--- src/rtl/mips_lsu_if.sv ---
// Core-side request/response and data-memory port signals of the load/store unit.
// The slave modport is the LSU itself; master is the core plus memory around it.
interface mips_lsu_if;
    logic        ls_valid;
    logic        ls_store;
    logic [1:0]  ls_size;
    logic        ls_unsigned;
    logic [31:0] ls_addr;
    logic [31:0] ls_wdata;
    logic        ls_busy;
    logic        ls_done;
    logic [31:0] ls_rdata;
    logic        ls_adel;
    logic        ls_ades;
    logic        ls_dbe;
    logic [31:0] ls_bad_addr;
    logic        mem_req;
    logic [29:0] mem_addr;
    logic [31:0] mem_data_in;
    logic [3:0]  mem_write_en;
    logic        mem_ack;
    logic [31:0] mem_data_out;
    logic        mem_excpt;

    modport slave (
        input  ls_valid, ls_store, ls_size, ls_unsigned, ls_addr, ls_wdata,
        output ls_busy, ls_done, ls_rdata, ls_adel, ls_ades, ls_dbe, ls_bad_addr,
        output mem_req, mem_addr, mem_data_in, mem_write_en,
        input  mem_ack, mem_data_out, mem_excpt
    );

    modport master (
        output ls_valid, ls_store, ls_size, ls_unsigned, ls_addr, ls_wdata,
        input  ls_busy, ls_done, ls_rdata, ls_adel, ls_ades, ls_dbe, ls_bad_addr,
        input  mem_req, mem_addr, mem_data_in, mem_write_en,
        output mem_ack, mem_data_out, mem_excpt
    );
endinterface

--- src/rtl/mips_lsu.sv ---
// MIPS load/store unit: one access at a time, done >= 2 cycles after accept, misalign error after 1.
// No queueing: ls_valid is ignored while busy; memory stalls via mem_ack with a TIMEOUT-cycle bus-error bound.
module mips_lsu #(
    parameter int TIMEOUT = 15,
    parameter int CNT_W   = 8
) (
    input  logic      clk,
    input  logic      rst_b,
    mips_lsu_if.slave bus
);
    typedef enum logic [1:0] {IDLE, REQ, RESP, ERR} state_t;

    localparam logic [CNT_W-1:0] TMO = CNT_W'(TIMEOUT);

    state_t           state_q, state_d;
    logic             store_q, store_d;
    logic [1:0]       size_q, size_d;
    logic             uns_q, uns_d;
    logic [31:0]      addr_q, addr_d;
    logic [CNT_W-1:0] cnt_q, cnt_d;
    logic             dbe_q, dbe_d;
    logic [31:0]      rdata_q, rdata_d;
    logic [31:0]      bad_q, bad_d;
    logic [31:0]      wdata_q, wdata_d;
    logic [3:0]       we_q, we_d;

    logic [3:0]       st_we;
    logic [31:0]      st_data;
    logic             misalign;
    logic [7:0]       ld_b;
    logic [15:0]      ld_h;
    logic [31:0]      ld_val;

    always_comb begin
        st_we   = 4'b1111;
        st_data = bus.ls_wdata;
        case (bus.ls_size)
            2'b00: begin
                st_we   = 4'b0001 << bus.ls_addr[1:0];
                st_data = {4{bus.ls_wdata[7:0]}};
            end
            2'b01: begin
                st_we   = bus.ls_addr[1] ? 4'b1100 : 4'b0011;
                st_data = {2{bus.ls_wdata[15:0]}};
            end
            default: ;
        endcase
        case (bus.ls_size)
            2'b00:   misalign = 1'b0;
            2'b01:   misalign = bus.ls_addr[0];
            default: misalign = (bus.ls_addr[1:0] != 2'b00);
        endcase
    end

    // Lane extraction from the captured address, applied to the word returned with mem_ack.
    always_comb begin
        case (addr_q[1:0])
            2'd0:    ld_b = bus.mem_data_out[7:0];
            2'd1:    ld_b = bus.mem_data_out[15:8];
            2'd2:    ld_b = bus.mem_data_out[23:16];
            default: ld_b = bus.mem_data_out[31:24];
        endcase
        ld_h = addr_q[1] ? bus.mem_data_out[31:16] : bus.mem_data_out[15:0];
        case (size_q)
            2'b00:   ld_val = uns_q ? {24'b0, ld_b} : {{24{ld_b[7]}}, ld_b};
            2'b01:   ld_val = uns_q ? {16'b0, ld_h} : {{16{ld_h[15]}}, ld_h};
            default: ld_val = bus.mem_data_out;
        endcase
    end

    always_comb begin
        state_d = state_q;
        store_d = store_q;
        size_d  = size_q;
        uns_d   = uns_q;
        addr_d  = addr_q;
        cnt_d   = cnt_q;
        dbe_d   = dbe_q;
        rdata_d = rdata_q;
        bad_d   = bad_q;
        wdata_d = wdata_q;
        we_d    = we_q;
        case (state_q)
            IDLE: begin
                if (bus.ls_valid) begin
                    store_d = bus.ls_store;
                    size_d  = bus.ls_size;
                    uns_d   = bus.ls_unsigned;
                    addr_d  = bus.ls_addr;
                    cnt_d   = '0;
                    dbe_d   = 1'b0;
                    wdata_d = st_data;
                    we_d    = bus.ls_store ? st_we : 4'b0000;
                    if (misalign) begin
                        state_d = ERR;
                        bad_d   = bus.ls_addr;
                    end else begin
                        state_d = REQ;
                    end
                end
            end
            REQ: begin
                // An ack arriving on the timeout cycle still completes the access.
                if (bus.mem_ack) begin
                    if (bus.mem_excpt) begin
                        state_d = ERR;
                        dbe_d   = 1'b1;
                        bad_d   = addr_q;
                    end else begin
                        state_d = RESP;
                        if (!store_q) rdata_d = ld_val;
                    end
                end else begin
                    cnt_d = cnt_q + 1'b1;
                    if (cnt_d == TMO) begin
                        state_d = ERR;
                        dbe_d   = 1'b1;
                        bad_d   = addr_q;
                    end
                end
            end
            RESP:    state_d = IDLE;
            ERR:     state_d = IDLE;
            default: state_d = IDLE;
        endcase
    end

    always_ff @(posedge clk or negedge rst_b) begin
        if (!rst_b) begin
            state_q <= IDLE;
            store_q <= 1'b0;
            size_q  <= 2'b00;
            uns_q   <= 1'b0;
            addr_q  <= '0;
            cnt_q   <= '0;
            dbe_q   <= 1'b0;
            rdata_q <= '0;
            bad_q   <= '0;
            wdata_q <= '0;
            we_q    <= 4'b0000;
        end else begin
            state_q <= state_d;
            store_q <= store_d;
            size_q  <= size_d;
            uns_q   <= uns_d;
            addr_q  <= addr_d;
            cnt_q   <= cnt_d;
            dbe_q   <= dbe_d;
            rdata_q <= rdata_d;
            bad_q   <= bad_d;
            wdata_q <= wdata_d;
            we_q    <= we_d;
        end
    end

    assign bus.mem_req      = (state_q == REQ);
    assign bus.mem_addr     = addr_q[31:2];
    assign bus.mem_data_in  = wdata_q;
    assign bus.mem_write_en = (state_q == REQ) ? we_q : 4'b0000;
    assign bus.ls_busy      = (state_q != IDLE);
    assign bus.ls_done      = (state_q == RESP);
    assign bus.ls_rdata     = rdata_q;
    assign bus.ls_adel      = (state_q == ERR) && !dbe_q && !store_q;
    assign bus.ls_ades      = (state_q == ERR) && !dbe_q && store_q;
    assign bus.ls_dbe       = (state_q == ERR) && dbe_q;
    assign bus.ls_bad_addr  = bad_q;
endmodule

--- src/flat_wrapper.sv ---
// flat-port wrapper written by rule: the top's interface ports become plain ports
module mips_lsu_flat 
#(
    parameter int TIMEOUT = 15,
    parameter int CNT_W   = 8
)
  (clk, rst_b, bus_ls_valid, bus_ls_store, bus_ls_size, bus_ls_unsigned, bus_ls_addr, bus_ls_wdata, bus_ls_busy, bus_ls_done, bus_ls_rdata, bus_ls_adel, bus_ls_ades, bus_ls_dbe, bus_ls_bad_addr, bus_mem_req, bus_mem_addr, bus_mem_data_in, bus_mem_write_en, bus_mem_ack, bus_mem_data_out, bus_mem_excpt);
  mips_lsu_if bus_i ();
  input  logic clk;
  input  logic rst_b;
  input wire logic [$bits(bus_i.ls_valid)-1:0] bus_ls_valid;
  input wire logic [$bits(bus_i.ls_store)-1:0] bus_ls_store;
  input wire logic [$bits(bus_i.ls_size)-1:0] bus_ls_size;
  input wire logic [$bits(bus_i.ls_unsigned)-1:0] bus_ls_unsigned;
  input wire logic [$bits(bus_i.ls_addr)-1:0] bus_ls_addr;
  input wire logic [$bits(bus_i.ls_wdata)-1:0] bus_ls_wdata;
  output wire logic [$bits(bus_i.ls_busy)-1:0] bus_ls_busy;
  output wire logic [$bits(bus_i.ls_done)-1:0] bus_ls_done;
  output wire logic [$bits(bus_i.ls_rdata)-1:0] bus_ls_rdata;
  output wire logic [$bits(bus_i.ls_adel)-1:0] bus_ls_adel;
  output wire logic [$bits(bus_i.ls_ades)-1:0] bus_ls_ades;
  output wire logic [$bits(bus_i.ls_dbe)-1:0] bus_ls_dbe;
  output wire logic [$bits(bus_i.ls_bad_addr)-1:0] bus_ls_bad_addr;
  output wire logic [$bits(bus_i.mem_req)-1:0] bus_mem_req;
  output wire logic [$bits(bus_i.mem_addr)-1:0] bus_mem_addr;
  output wire logic [$bits(bus_i.mem_data_in)-1:0] bus_mem_data_in;
  output wire logic [$bits(bus_i.mem_write_en)-1:0] bus_mem_write_en;
  input wire logic [$bits(bus_i.mem_ack)-1:0] bus_mem_ack;
  input wire logic [$bits(bus_i.mem_data_out)-1:0] bus_mem_data_out;
  input wire logic [$bits(bus_i.mem_excpt)-1:0] bus_mem_excpt;
  assign bus_i.ls_valid = bus_ls_valid;
  assign bus_i.ls_store = bus_ls_store;
  assign bus_i.ls_size = bus_ls_size;
  assign bus_i.ls_unsigned = bus_ls_unsigned;
  assign bus_i.ls_addr = bus_ls_addr;
  assign bus_i.ls_wdata = bus_ls_wdata;
  assign bus_ls_busy = bus_i.ls_busy;
  assign bus_ls_done = bus_i.ls_done;
  assign bus_ls_rdata = bus_i.ls_rdata;
  assign bus_ls_adel = bus_i.ls_adel;
  assign bus_ls_ades = bus_i.ls_ades;
  assign bus_ls_dbe = bus_i.ls_dbe;
  assign bus_ls_bad_addr = bus_i.ls_bad_addr;
  assign bus_mem_req = bus_i.mem_req;
  assign bus_mem_addr = bus_i.mem_addr;
  assign bus_mem_data_in = bus_i.mem_data_in;
  assign bus_mem_write_en = bus_i.mem_write_en;
  assign bus_i.mem_ack = bus_mem_ack;
  assign bus_i.mem_data_out = bus_mem_data_out;
  assign bus_i.mem_excpt = bus_mem_excpt;
  mips_lsu #(.TIMEOUT(TIMEOUT), .CNT_W(CNT_W)) u_core (.clk(clk), .rst_b(rst_b), .bus(bus_i));
endmodule
--- config.mk ---
export PLATFORM = sky130hd
export DESIGN_NAME = mips_lsu_flat
export DESIGN_NICKNAME = d
export VERILOG_FILES = /design/src/rtl/mips_lsu_if.sv /design/src/rtl/mips_lsu.sv /design/src/flat_wrapper.sv
export SDC_FILE = /design/constraint.sdc
export NUM_CORES = 1
export LEC_CHECK = 0
export CAP_MARGIN = 25
export CORE_MARGIN = 1.5
export CORE_UTILIZATION = 35
export CTS_BUF_LIST = sky130_fd_sc_hd__clkbuf_4
export DETAILED_ROUTE_END_ITERATION = 16
export PLACE_DENSITY_LB_ADDON = 0.15
export SLEW_MARGIN = 10
export SYNTH_ARGS = -nofsm -noshare
export SYNTH_HDL_FRONTEND = slang
export SYNTH_SLANG_ARGS = --single-unit
--- constraint.sdc ---
create_clock -name clk -period 1.97 [get_ports clk]
set_input_delay 0.2955 -clock clk [delete_from_list [all_inputs] [get_ports clk]]
set_output_delay 0.2955 -clock clk [all_outputs]
set_load 0.02 [all_outputs]
* After elaboration in Yosys (flattened, before gate mapping)
Cells that the tools add are included.
** Storage, ports and cells
- Register bits after elaboration :: 147
- Input port bits :: 105
- Logic and storage cells :: 79
** Cells by class
- Add/sub/neg operators :: 1
- Equal/unequal tests :: 13
- Shift operators :: 1
- Mux-type cells :: 31
- Bitwise gates (word level) :: 2
- Reductions and logical operators :: 20
** Operators with widths (count)
- two-way mux 32 bit :: 7
- case mux 32 bit (2 select lines) :: 3
- case mux 8 bit (3 select lines) :: 1
- two-way mux 16 bit :: 1
- two-way mux 8 bit :: 2
- case mux 8 bit (2 select lines) :: 1
- two-way mux 4 bit :: 3
- adder 8 x 1 -> 8 bit, second input constant :: 1
- equality test 2 x 1 -> 1 bit, second input constant :: 4
- equality test 8 x 4 -> 1 bit, second input constant :: 1
- zero test 2 bit :: 4
- two-way mux 2 bit :: 4
- case mux 4 bit (2 select lines) :: 1
- AND reduction 4 bit :: 2
- equality test 2 bit, second input constant :: 3
- case mux 2 bit (3 select lines) :: 1
- nonzero test 2 bit :: 3
- two-way mux 1 bit :: 5
- AND reduction 5 bit :: 1
- logical AND 1 bit :: 4
- inequality test 2 bit, second input constant :: 2
- case mux 1 bit (2 select lines) :: 2
- AND reduction 2 bit :: 2
- left shift 1 x 2 -> 4 bit, first input constant :: 1
- 7 further kinds :: 9

* Logic depth before layout (Yosys ltp)
Gate-level depths: netlist of run 1.
- Word-level depth :: 5
- Mapped depth :: 8

* Worst setup path before layout of run 1
OpenSTA, ideal clock, no wires.
- Path type :: register to register
- Start :: register u_core.cnt_q[0]
- End :: register u_core.bad_q[0] (netlist: u_core.bus.ls_bad_addr[0])
- Library setup time :: 0.125 ns
- Arrival :: 1.869 ns
- Required time :: 1.845 ns
- Setup slack :: -0.024 ns
- Stages on the path, launching flop included :: 8
- Buffers on the path :: 1
- Period minus slack after synthesis :: 1.994 ns
- Cell sequence :: dfrtp_1 -> ha_1 -> nor2b_1 -> o21ai_1 -> nor4b_4 -> o211a_4 -> buf_12 -> mux2_4
** Between the ends
- Longest elaborated chain between the ends :: 4
** RTL lines
- start, declared :: line mips_lsu.sv:20 : logic [CNT_W-1:0] cnt_q, cnt_d;
- start signal, assigned :: line mips_lsu.sv:147 : cnt_q <= cnt_d;
- adder 8 x 1 -> 8 bit :: line mips_lsu.sv:114 : cnt_d = cnt_q + 1'b1;
- equality test 8 x 4 -> 1 bit :: line mips_lsu.sv:115 : if (cnt_d == TMO) begin
- inequality test 3 x 1 -> 1 bit (no source line)
- AND reduction 5 bit (no source line)
- end signal, assigned :: line mips_lsu.sv:138 : bad_q <= '0;
- end signal, assigned :: line mips_lsu.sv:150 : bad_q <= bad_d;
- end, declared :: line mips_lsu.sv:23 : logic [31:0] bad_q, bad_d;
Every way passes these cells.
A chain may end at the register's enable or synchronous reset.

* Final worst setup path of run 1
- Start :: register u_core.cnt_q[0]
- End :: register u_core.bad_q[22] (netlist: u_core.bus.ls_bad_addr[22])
The elaborated chain is that of the path after synthesis.

==> results of run 1 <==
==> final cells by class <==
cell class                 instances  area [um2]  share of cell area [%]
tap                              270         338                    3.19
antenna                            1        2.50                  0.0236
sequential                       147        3680                    34.8
inverter                           8        32.5                   0.307
clock buffer                      19         143                    1.35
timing repair buffer             302        3020                    28.5
clock inverter                    13         135                    1.28
multi-input combinational        590        3230                    30.6
==> flip-flops by register name, indices dropped and copies added, names as in the netlist <==
register and flops:
u_core.addr_q 32, u_core.bus.ls_bad_addr 32, u_core.bus.ls_rdata 32, u_core.bus.mem_data_in 32, u_core.cnt_q 8, u_core.we_q 4
u_core.size_q 2, u_core.state_q 2, u_core.dbe_q 1, u_core.store_q 1, u_core.uns_q 1
==> per-stage QoR <==
step	setup slack [ns]	total power (W)	TNS, ns
floorplan	0.00317	0.0111	0
global placement	-0.0985	0.0150	-2.34
detailed placement	-0.0916	0.0152	-2.08
CTS	-0.177	0.0175	-3.91
global route	-0.254	0.0186	-6.18
finish	-0.149	0.0173	-3.03
==> Yosys cell counts (7+ instances only) <==
cell type	number
sky130_fd_sc_hd__mux2_4	30
sky130_fd_sc_hd__dfrtp_1	147
sky130_fd_sc_hd__o21ai_1	57
sky130_fd_sc_hd__nand2_1	312
sky130_fd_sc_hd__clkbuf_1	32
sky130_fd_sc_hd__buf_4	30
sky130_fd_sc_hd__a21oi_1	37
sky130_fd_sc_hd__mux2i_1	24
sky130_fd_sc_hd__nor3_1	7
sky130_fd_sc_hd__nor2_1	46
sky130_fd_sc_hd__a31oi_1	8
sky130_fd_sc_hd__a221oi_1	7
sky130_fd_sc_hd__inv_1	7
sky130_fd_sc_hd__a22o_1	7
sky130_fd_sc_hd__buf_1	9
==> where the power goes <==
| group | internal (W) | leakage, nW | switching (W) |
|---|---|---|---|
| registers | 0.00443 | 1.82 | 0.000962 |
| clock network | 0.000778 | 0.141 | 0.00118 |
| logic | 0.00489 | 3.08 | 0.00509 |
| total | 0.0101 | 5.04 | 0.00723 |
==> what timing repair did <==
item | CTS | global route
cloned | 2 | 0
endpoints found under the setup margin | 42 | 52
gates resized for setup | 45 | 33
endpoints found under the hold margin | 69 | 0
pin swaps | 1 | 2
buffers inserted | 5 | 2
hold buffers | 1 | 0
==> path summary, 6_finish.rpt <==
path                                         endpoint            start  slack, ns
min reg2reg                            u_core.we_q[2]   u_core.we_q[2]       0.49
min                        u_core.bus.mem_data_in[16]            rst_b       0.23
max                        u_core.bus.ls_bad_addr[22]  u_core.cnt_q[0]      -0.15
max reg2reg                u_core.bus.ls_bad_addr[22]  u_core.cnt_q[0]      -0.15
max in group asynchronous   u_core.bus.ls_bad_addr[8]            rst_b       1.17
min in group clk                         u_core.uns_q  bus_ls_unsigned       0.29
==> kinds of logic after synthesis <==
group	synth area share [%]
AO/OA/AOI/OAI	10.8
XOR/XNOR	0.120
adder cells (fa/ha/maj)	0.342
buffers and inverters	6.55
flip-flops	50.3
multiplexers	10.2
AND/OR/NAND/NOR	21.8
==> cells in the final DEF, fill, tap and decap left out, drive strengths merged, types with 2 or more instances in the layout <==
cell             n
inv             10
nor3             9
nor2            47
clkinv           4
clkdlybuf4s50  219
o22ai            6
mux2            33
nand2b           3
mux2i           24
nand3            3
nand4            2
ha               2
o21ai           59
clkbuf          21
clkinvlp         5
a31oi            8
o31ai            2
and2             5
bufinv           2
a21oi           37
dfrtp          147
nor4b            2
and3             2
a221oi           7
buf             70
a22o             7
nor2b            5
nand2          313
dlymetal6s2s    10
==> layer usage <==
layer  routed length, um  GRT usage (%)  vias to the layer above
met5                   0              0                        -
met4                 218           5.00                        0
met3                1620           6.91                       17
met2                9800           31.3                      194
met1               10200           28.9                     3003
li1                    -              -                     3172
==> critical path: stages (launching register included) <==
cell and delay [ns]:
sky130_fd_sc_hd__dfrtp_1 0.43, sky130_fd_sc_hd__inv_1 0.07, sky130_fd_sc_hd__ha_2 0.16, sky130_fd_sc_hd__nor4b_4 0.19, sky130_fd_sc_hd__o21ai_2 0.11, sky130_fd_sc_hd__nor4b_4 0.26, sky130_fd_sc_hd__o211a_4 0.29, sky130_fd_sc_hd__buf_12 0.13
sky130_fd_sc_hd__buf_16 0.11, sky130_fd_sc_hd__mux2_4 0.29
==> results.py, run 1 <==
metrics = {
    "timing": {
        "slew_headroom_pct": 61.4,
        "skew_ns": 0.0217,
        "report.final.setup_viol": 32,
        "grt_setup_unrepaired": "yes",
        "slew_viol_final": 0,
        "max_freq_mhz": 472,
        "setup_ws_ns": -0.149,
        "timing.final.crit_share_pct": 108,
        "worst_pin_slew_ns": 0.576,
        "hold_viol": 0,
        "finalWorstPathRequiredPeriod_ns": 2.12,
        "hold_slack_ns": 0.232,
    },
    "clock_network": {
        "clk_pin_slew_worst_paths_ns": 0.14,
        "clock-root-buffer": "sky130_fd_sc_hd__clkbuf_4",
        "tritoncts": "done",
        "clkLatencyLatePin_ns": 0.54,
        "cts.sink_count": 147,
        "max-clock-path-buffers": 2,
        "h_tree_lvl_count": 4,
        "cts_made_buffers": 17,
    },
    "layout": {
        "num-fill-cells": 1952,
        "final_layout_size_suffix_gt1_share_pct": 14.6,
        "final_nets": 1173,
        "final_cell_count_without_fillers": 1350,
        "final_util_pct": 52.0,
        "area_growth_from_synthesis_to_layout_pct": 44.6,
        "final_area_um2": 10600,
    },
    "yosys": {
        "synth_ff_type": "sky130_fd_sc_hd__dfrtp_1",
        "mappedNetlistNets": 928,
        "netlist_instances": 821,
        "synth-seq-area-share_pct": 50.3,
        "synth_warnings": 0,
        "netlist.area_leader.share_pct": 50.3,
        "synth_seq_cells": 147,
        "ys_async_rst_share_pct": 100,
        "synth_top_cells_by_area": "sky130_fd_sc_hd__dfrtp_1 50%, sky130_fd_sc_hd__nand2_1 16%, sky130_fd_sc_hd__mux2_4 6.2%, sky130_fd_sc_hd__o21ai_1 3.9%, sky130_fd_sc_hd__mux2i_1 3.3%",
        "number_of_distinct_library_cells_after_synthesis": 48,
        "post_synth.cell_area_avg_um2": 8.92,
        "netlist_area_um2": 7320,
        "yosys.area.top_type": "sky130_fd_sc_hd__dfrtp_1",
        "number_of_flops_mapped_to_enable_cells_by_yosys": 0,
    },
    "routing": {
        "initialDrtViolationCount": 275,
        "route.detailed.drc": 0,
        "ant_nets": 0,
        "via_count": 6386,
        "routed_via_count_divided_by_cell_count": 4.73,
        "wl_per_cell_um": 16.1,
        "wl_mm": 21.8,
        "firstDrtPassIters": 4,
    },
    "status": {
        "status": "finished with violations",
        "failing_checks": "setup timing",
    },
    "setup_path": {
        "critical_path_arrival_ns": 2.56,
        "rr_worst_depth": 9,
        "timing.critical_path.fanout_max": 5,
        "cp_data_required_time_ns": 2.41,
        "criticalPathCategory": "reg2reg",
        "critPathCaptureType": "register",
        "timing.critical_path.from_type": "register",
    },
    "global_routing": {
        "via_count_of_the_first_global_routing_pass": 6365,
        "track_usage_pct": 20.8,
        "grt_antenna_before_repair": 1,
        "grt_first_pass_wirelength_mm": 35.3,
        "grt_start_max_net_pins": 66,
        "grt-ovfl-total": 0,
    },
    "placement": {
        "detailed_place.area_um2": 10100,
        "numPlacedInstances": 1308,
        "gp_congestion": 0.821,
        "dp_hpwl_mm": 15.5,
        "place.port_buffers": 240,
    },
    "power": {
        "vdd_ir_drop_max_uv": 717,
        "p_leak_nw": 5.04,
        "power_density_over_the_cells_nw_per_um2": 1640,
    },
    "floorplan": {
        "ioPinCount": 241,
        "core-area_um2": 20400,
        "die_h_um": 148,
        "die_area_um2": 21800,
        "initial_utilization_pct": 35.9,
        "num_rows": 52,
        "die_width_um": 148,
    },
    "flow_run": {
        "max-cap-violations": 0,
    },
    "hold_path": {
        "worst_hold_path_class": "in2async",
    },
}
No activity file was read; power rests on OpenSTA's default activity.
==> inputs of run 2 (changes only) <==
- DONT_BUFFER_PORTS: default -> 1
==> run 2 against run 1 <==
The run ends with hold timing, setup timing left. Count of clock-buffer cells in the layout stayed put. Clock power is 8% higher. Design area is 14% lower. Wire length is 1.2% higher. Combinational power is 41% lower. Worst hold slack worse by 0.82 ns. Worst setup slack better by 0.029 ns. Clock skew is 0.0058 ns higher. Maximum frequency is 1.4% higher. Final cell count is 12% lower. Power is 12% lower. Core utilization is 7.1 points lower. Largest cell class unchanged.
==> results.py, run 2 (synthesized netlist as in run 1, its figures left out) <==
metrics = {
    "status": {
        "status": "finished with violations",
        "failing_checks": "hold timing, setup timing",
    },
    "setup_path": {
        "rr_worst_depth": 8,
        "timing.critical_path.from_type": "register",
        "critical_path_arrival_ns": 2.54,
        "timing.rr.end": "u_core.bus.ls_bad_addr[1]",
        "cp_data_required_time_ns": 2.42,
        "r2r_slack_ns": -0.12,
        "critPathCaptureType": "register",
        "timing.critical_path.fanout_max": 7,
        "worstPathCellList": "inv_1, ha_1, nor4b_4, o21ai_2, nor4b_4, o211a_4, clkbuf_16, mux2_4",
        "critical-path-top-cell-by-count": "sky130_fd_sc_hd__nor4b_4",
        "r2r_start": "u_core.cnt_q[0]",
        "criticalPathCategory": "reg2reg",
        "crit_path_start": "u_core.cnt_q[0]",
        "cp_slowest_stage_delay_ns": 0.42,
        "critPathSlowestCell": "sky130_fd_sc_hd__dfrtp_1",
    },
    "global_routing": {
        "grt-ovfl-total": 0,
        "grt_antenna_before_repair": 1,
        "grt_start_max_net_pins": 148,
        "track_usage_pct": 20.4,
        "via_count_of_the_first_global_routing_pass": 6152,
        "grt_first_pass_wirelength_mm": 34.6,
    },
    "routing": {
        "firstDrtPassIters": 5,
        "routed_via_count_divided_by_cell_count": 5.03,
        "via_count": 6000,
        "wl_per_cell_um": 18.5,
        "route.detailed.drc": 0,
        "initialDrtViolationCount": 349,
        "ant_nets": 0,
        "wl_mm": 22.1,
    },
    "layout": {
        "multi_input_comb_area_um2": 3230,
        "final_nets": 1017,
        "final-seq-area_um2": 3680,
        "num-fill-cells": 1966,
        "area_growth_from_synthesis_to_layout_pct": 24.9,
        "final_layout_size_suffix_gt1_share_pct": 14.5,
        "layout_commonest_cell": "sky130_fd_sc_hd__nand2_1",
        "mostFrequentLayoutCells": "311 x sky130_fd_sc_hd__nand2_1, 146 x sky130_fd_sc_hd__dfrtp_1, 102 x sky130_fd_sc_hd__dlygate4sd3_1",
    },
    "power": {
        "p_leak_nw": 4.36,
        "pwr-share-comb_pct": 38.9,
        "power_density_over_the_cells_nw_per_um2": 1660,
        "p_sw_share_pct": 45.8,
        "vdd_ir_drop_max_uv": 703,
        "cellInternalPower_w": 0.00825,
        "p_seq_share_pct": 47.3,
        "netSwitchingPower_w": 0.00697,
        "clkPwrFrac_pct": 13.9,
    },
    "clock_network": {
        "cts.sink_count": 147,
        "clock-root-buffer": "sky130_fd_sc_hd__clkbuf_4",
        "max-clock-path-buffers": 2,
        "h_tree_lvl_count": 4,
        "clkLatencyLatePin_ns": 0.56,
        "clk_pin_slew_worst_paths_ns": 0.14,
        "tritoncts": "done",
        "post_cts_hold_buffer_count": 103,
        "cts_made_buffers": 17,
    },
    "floorplan": {
        "die_h_um": 148,
        "core-area_um2": 20400,
        "initial_utilization_pct": 35.9,
        "die_area_um2": 21800,
        "die_width_um": 148,
        "ioPinCount": 241,
        "num_rows": 52,
    },
    "timing": {
        "setup_ws_ns": -0.120,
        "timing.final.crit_share_pct": 106,
        "report.final.setup_viol": 32,
        "skew_ns": 0.0275,
        "max_freq_mhz": 479,
        "slew_headroom_pct": 56.7,
        "finalWorstPathRequiredPeriod_ns": 2.09,
        "slew_viol_final": 0,
        "hold_slack_ns": -0.586,
        "worst_pin_slew_ns": 0.648,
        "grt_setup_unrepaired": "yes",
        "hold_viol": 147,
    },
    "placement": {
        "place_worst_setup_slack_ns": -0.101,
        "place.port_buffers": 0,
        "gp_congestion": 0.789,
        "dp_hpwl_mm": 14.0,
    },
    "hold_path": {
        "worst_hold_path_class": "in2async",
    },
    "flow_run": {
        "max-cap-violations": 0,
    },
}
==> run 2: changes by cell type in the layout (fill, tap and decap cells not counted), moves of 4 or more <==
cell                              previous run  this run
sky130_fd_sc_hd__buf_6                       6         2
sky130_fd_sc_hd__and2_4                      0         4
sky130_fd_sc_hd__buf_2                       5         0
sky130_fd_sc_hd__buf_4                      48        30
sky130_fd_sc_hd__dlymetal6s2s_1             10         0
sky130_fd_sc_hd__dlygate4sd3_1               1       102
sky130_fd_sc_hd__and2_1                      4         0
sky130_fd_sc_hd__clkbuf_16                   0         4
sky130_fd_sc_hd__buf_12                     10         6
sky130_fd_sc_hd__clkdlybuf4s50_1           219         0
==> run 2: cell type report <==
class                      count  area share (%)
clock buffer                  19            1.56
clock inverter                13            1.74
timing repair buffer         146            17.0
antenna                        1          0.0274
multi-input combinational    590            35.4
inverter                       8           0.356
sequential                   147            40.3
tap                          270            3.70
==> run 2: power by group through the flow <==
stage | Sequential (W) | Combinational, W | Clock (W)
after floorplan | 0.00642 | 0.00473 | 0
after detailed placement | 0.00725 | 0.00499 | 0
after CTS | 0.00721 | 0.00554 | 0.00219
after global routing | 0.00739 | 0.00658 | 0.00231
final | 0.00719 | 0.00591 | 0.00211
after global placement | 0.00723 | 0.00480 | 0
==> run 2: how the worst max path moves through the flow <==
stage / endpoint / slack (ns)
after floorplan: u_core.bus.ls_bad_addr[0] / 0.003
after global placement: u_core.bus.ls_bad_addr[3] / -0.1
after detailed placement: u_core.bus.ls_bad_addr[8] / -0.10
after CTS: u_core.bus.ls_bad_addr[8] / -0.10
after global routing: u_core.bus.ls_bad_addr[1] / -0.23
final: u_core.bus.ls_bad_addr[1] / -0.12
==> run 2: metrics by stage <==
stage / cell area, um2 / utilization (%) / power, W / instances / TNS [ns]
6_report: 9140 / 44.9 / 0.0152 / 1194 / -3.09
5_1_grt: 9140 / 44.9 / 0.0163 / 1194 / -6.64
4_1_cts: 8970 / 44.0 / 0.0149 / 1186 / -2.43
3_5_place_dp: 7500 / 36.9 / 0.0122 / 1044 / -2.53
3_3_place_gp: 7500 / 36.9 / 0.0120 / 1044 / -2.49
2_1_floorplan: 7330 / - / 0.0111 / 821 / 0
==> run 2: worst max-delay path: cells and delay by family (launching register included) <==
kind,cells,cell delay [ns]
mux,1,0.29
buf+inv,2,0.27
compound gates,2,0.43
simple gates,2,0.44
flops,1,0.42
fa+ha+maj,1,0.14
==> run 2: per-layer routing <==
metal / part of all wire [%] / track usage [%] / wire length [um]
met1: 42 / 25.8 / 9330
met2: 48 / 32.7 / 10500
met3: 8.4 / 6.91 / 1850
met4: 1.8 / 6.55 / 387
met5: 0 / 0 / 0
==> run 2: what timing repair did <==
| item | in CTS | in global routing |
|---|---|---|
| pin swaps | 0 | 1 |
| setup buffers | 5 | 2 |
| gates resized for setup | 9 | 14 |
| endpoints found under the setup margin | 36 | 39 |
| hold endpoints to repair | 287 | 147 |
| gates cloned | 2 | 5 |
==> inputs of run 3 (changes only) <==
- CORE_UTILIZATION: 35 -> 40
==> run 3 against run 2 <==
Largest power group unchanged. Highest routed layer unchanged. Largest cell class unchanged. Die area fell by 12%. Design area is 1.8% lower. Global-route usage is 0.93 points higher. The flow still finishes with violations (hold timing, setup timing). Wire length shrank 6.9%. Final cell count fell by 3.7%.
==> results.py, run 3 (synthesized netlist as in run 1, its figures left out) <==
metrics = {
    "status": {
        "status": "finished with violations",
        "failing_checks": "hold timing, setup timing",
    },
    "global_routing": {
        "grt_util_met1_pct": 26.5,
        "grt-ovfl-total": 0,
        "track_usage_pct": 21.3,
        "busiest_layer": "met2",
        "grt_antenna_before_repair": 1,
        "grt_start_max_net_pins": 148,
        "gr-usage-met2_pct": 35.1,
        "via_count_of_the_first_global_routing_pass": 6247,
        "grt_first_pass_wirelength_mm": 32.8,
        "globalRouteMet3Util_pct": 6.79,
    },
    "power": {
        "p_leak_nw": 4.31,
        "finalPower_w": 0.0146,
        "vdd_ir_drop_max_uv": 767,
        "power_density_over_the_cells_nw_per_um2": 1620,
    },
    "setup_path": {
        "timing.rr.end": "u_core.bus.ls_bad_addr[9]",
        "critPathSlowestCell": "sky130_fd_sc_hd__dfrtp_2",
        "critical_path_arrival_ns": 2.52,
        "cp_slowest_stage_delay_ns": 0.43,
        "critPathCaptureType": "register",
        "rr_worst_depth": 7,
        "cp_data_required_time_ns": 2.40,
        "r2r_slack_ns": -0.12,
        "timing.critical_path.from_type": "register",
        "total_buffers_and_inverters_traversed_by_the_critical_path": 1,
        "crit_family": "compound AO/OA/AOI/OAI gates",
        "worstPathCellList": "ha_2, nand3_2, o21ai_2, nor4b_4, o211a_4, buf_12, mux2_4",
        "r2r_start": "u_core.cnt_q[1]",
        "timing.critical_path.fanout_max": 13,
        "criticalPathCategory": "reg2reg",
    },
    "timing": {
        "report.final.setup_viol": 32,
        "setup_ws_ns": -0.121,
        "hold_slack_ns": -0.566,
        "finalWorstPathRequiredPeriod_ns": 2.09,
        "timing.final.crit_share_pct": 106,
        "slew_headroom_pct": 60.2,
        "hold_viol": 147,
        "worst_pin_slew_ns": 0.594,
        "skew_ns": 0.0207,
        "max_freq_mhz": 478,
        "slew_viol_final": 0,
        "grt_setup_unrepaired": "yes",
    },
    "routing": {
        "route.detailed.drc": 0,
        "via_count": 6013,
        "wl_per_cell_um": 17.9,
        "wl_mm": 20.5,
        "firstDrtPassIters": 5,
        "ant_nets": 0,
        "routed_via_count_divided_by_cell_count": 5.23,
        "initialDrtViolationCount": 313,
    },
    "layout": {
        "area_growth_from_synthesis_to_layout_pct": 22.6,
        "final_area_um2": 8980,
        "mostFrequentLayoutCells": "311 x sky130_fd_sc_hd__nand2_1, 146 x sky130_fd_sc_hd__dfrtp_1, 102 x sky130_fd_sc_hd__dlygate4sd3_1",
        "layout_commonest_cell": "sky130_fd_sc_hd__nand2_1",
        "final_layout_size_suffix_gt1_share_pct": 14.3,
        "final_nets": 1014,
        "num-fill-cells": 1650,
    },
    "floorplan": {
        "die_area_um2": 19100,
        "initial_utilization_pct": 40.7,
        "ioPinCount": 241,
        "die_width_um": 138,
        "core-area_um2": 18000,
        "die_h_um": 138,
        "num_rows": 49,
    },
    "clock_network": {
        "clk_pin_slew_worst_paths_ns": 0.14,
        "cts.sink_count": 147,
        "h_tree_lvl_count": 4,
        "tritoncts": "done",
        "clock-root-buffer": "sky130_fd_sc_hd__clkbuf_4",
        "cts_made_buffers": 17,
        "max-clock-path-buffers": 2,
        "clkLatencyLatePin_ns": 0.54,
        "post_cts_hold_buffer_count": 103,
    },
    "hold_path": {
        "worst_hold_path_class": "in2async",
    },
    "placement": {
        "dp_hpwl_mm": 13.1,
        "detailed_place.area_um2": 7450,
        "gp_congestion": 0.816,
        "place_worst_setup_slack_ns": -0.165,
        "place.port_buffers": 0,
    },
    "flow_run": {
        "max-cap-violations": 0,
    },
}
==> run 3: what timing repair did <==
action,4_1_cts,5_1_grt
endpoints found under the hold margin,288,147
cloned,2,1
setup endpoints to repair,37,44
resized for setup,13,11
pin swaps,1,0
buffers inserted,6,1
==> run 3: cell type report <==
cell class,count,area (um2),area share [%]
antenna,1,2.50,0.0279
clock buffer,18,135,1.51
clock inverter,14,130,1.45
inverter,8,30.0,0.335
multi-input combinational,590,3240,36.1
sequential,147,3680,41.0
tap,229,287,3.19
timing repair buffer,143,1480,16.4
==> run 3: worst reg2reg max path: cells and delay by family (launching register included) <==
kind	cells	cell delay, ns
DFF	1	0.43
adders and majority gates	1	0.22
muxes	1	0.32
AOI/OAI and AO/OA	2	0.47
and+or+nand+nor	2	0.39
buffers and inverters	1	0.18
==> run 3: how the worst max path moves through the flow <==
stage / from / end / depth (start not counted)
floorplan: u_core.cnt_q[0] / u_core.bus.ls_bad_addr[0] / 8
global placement: u_core.cnt_q[0] / u_core.bus.ls_bad_addr[21] / 8
detailed placement: u_core.cnt_q[0] / u_core.bus.ls_bad_addr[21] / 8
CTS: u_core.cnt_q[0] / u_core.bus.ls_bad_addr[20] / 8
global route: u_core.cnt_q[1] / u_core.bus.ls_bad_addr[9] / 7
finish: u_core.cnt_q[1] / u_core.bus.ls_bad_addr[9] / 7
==> run 3: metal layers <==
| metal | vias to the layer above | routed length, um |
|---|---|---|
| met5 | - | 0 |
| met4 | 0 | 334 |
| met3 | 26 | 1490 |
| met2 | 223 | 9890 |
| met1 | 2913 | 8840 |
| li1 | 2851 | - |
==> run 3: metrics by stage <==
step | hold WS [ns] | setup TNS (ns) | utilization (%) | cells
after detailed placement | 0.00360 | -4.46 | 41.5 | 1004
after global placement | 0.00352 | -2.49 | 41.5 | 1004
final | -0.566 | -3.04 | 50.0 | 1150
after floorplan | -0.0000911 | 0 | - | 821
after global routing | -0.646 | -4.98 | 50.0 | 1150
after CTS | -0.637 | -2.18 | 49.6 | 1147
==> run 3: power breakdown <==
part	switching, W	total, W	internal (W)
combinational	0.00284	0.00556	0.00272
clock	0.00119	0.00184	0.000659
sequential	0.00277	0.00718	0.00441
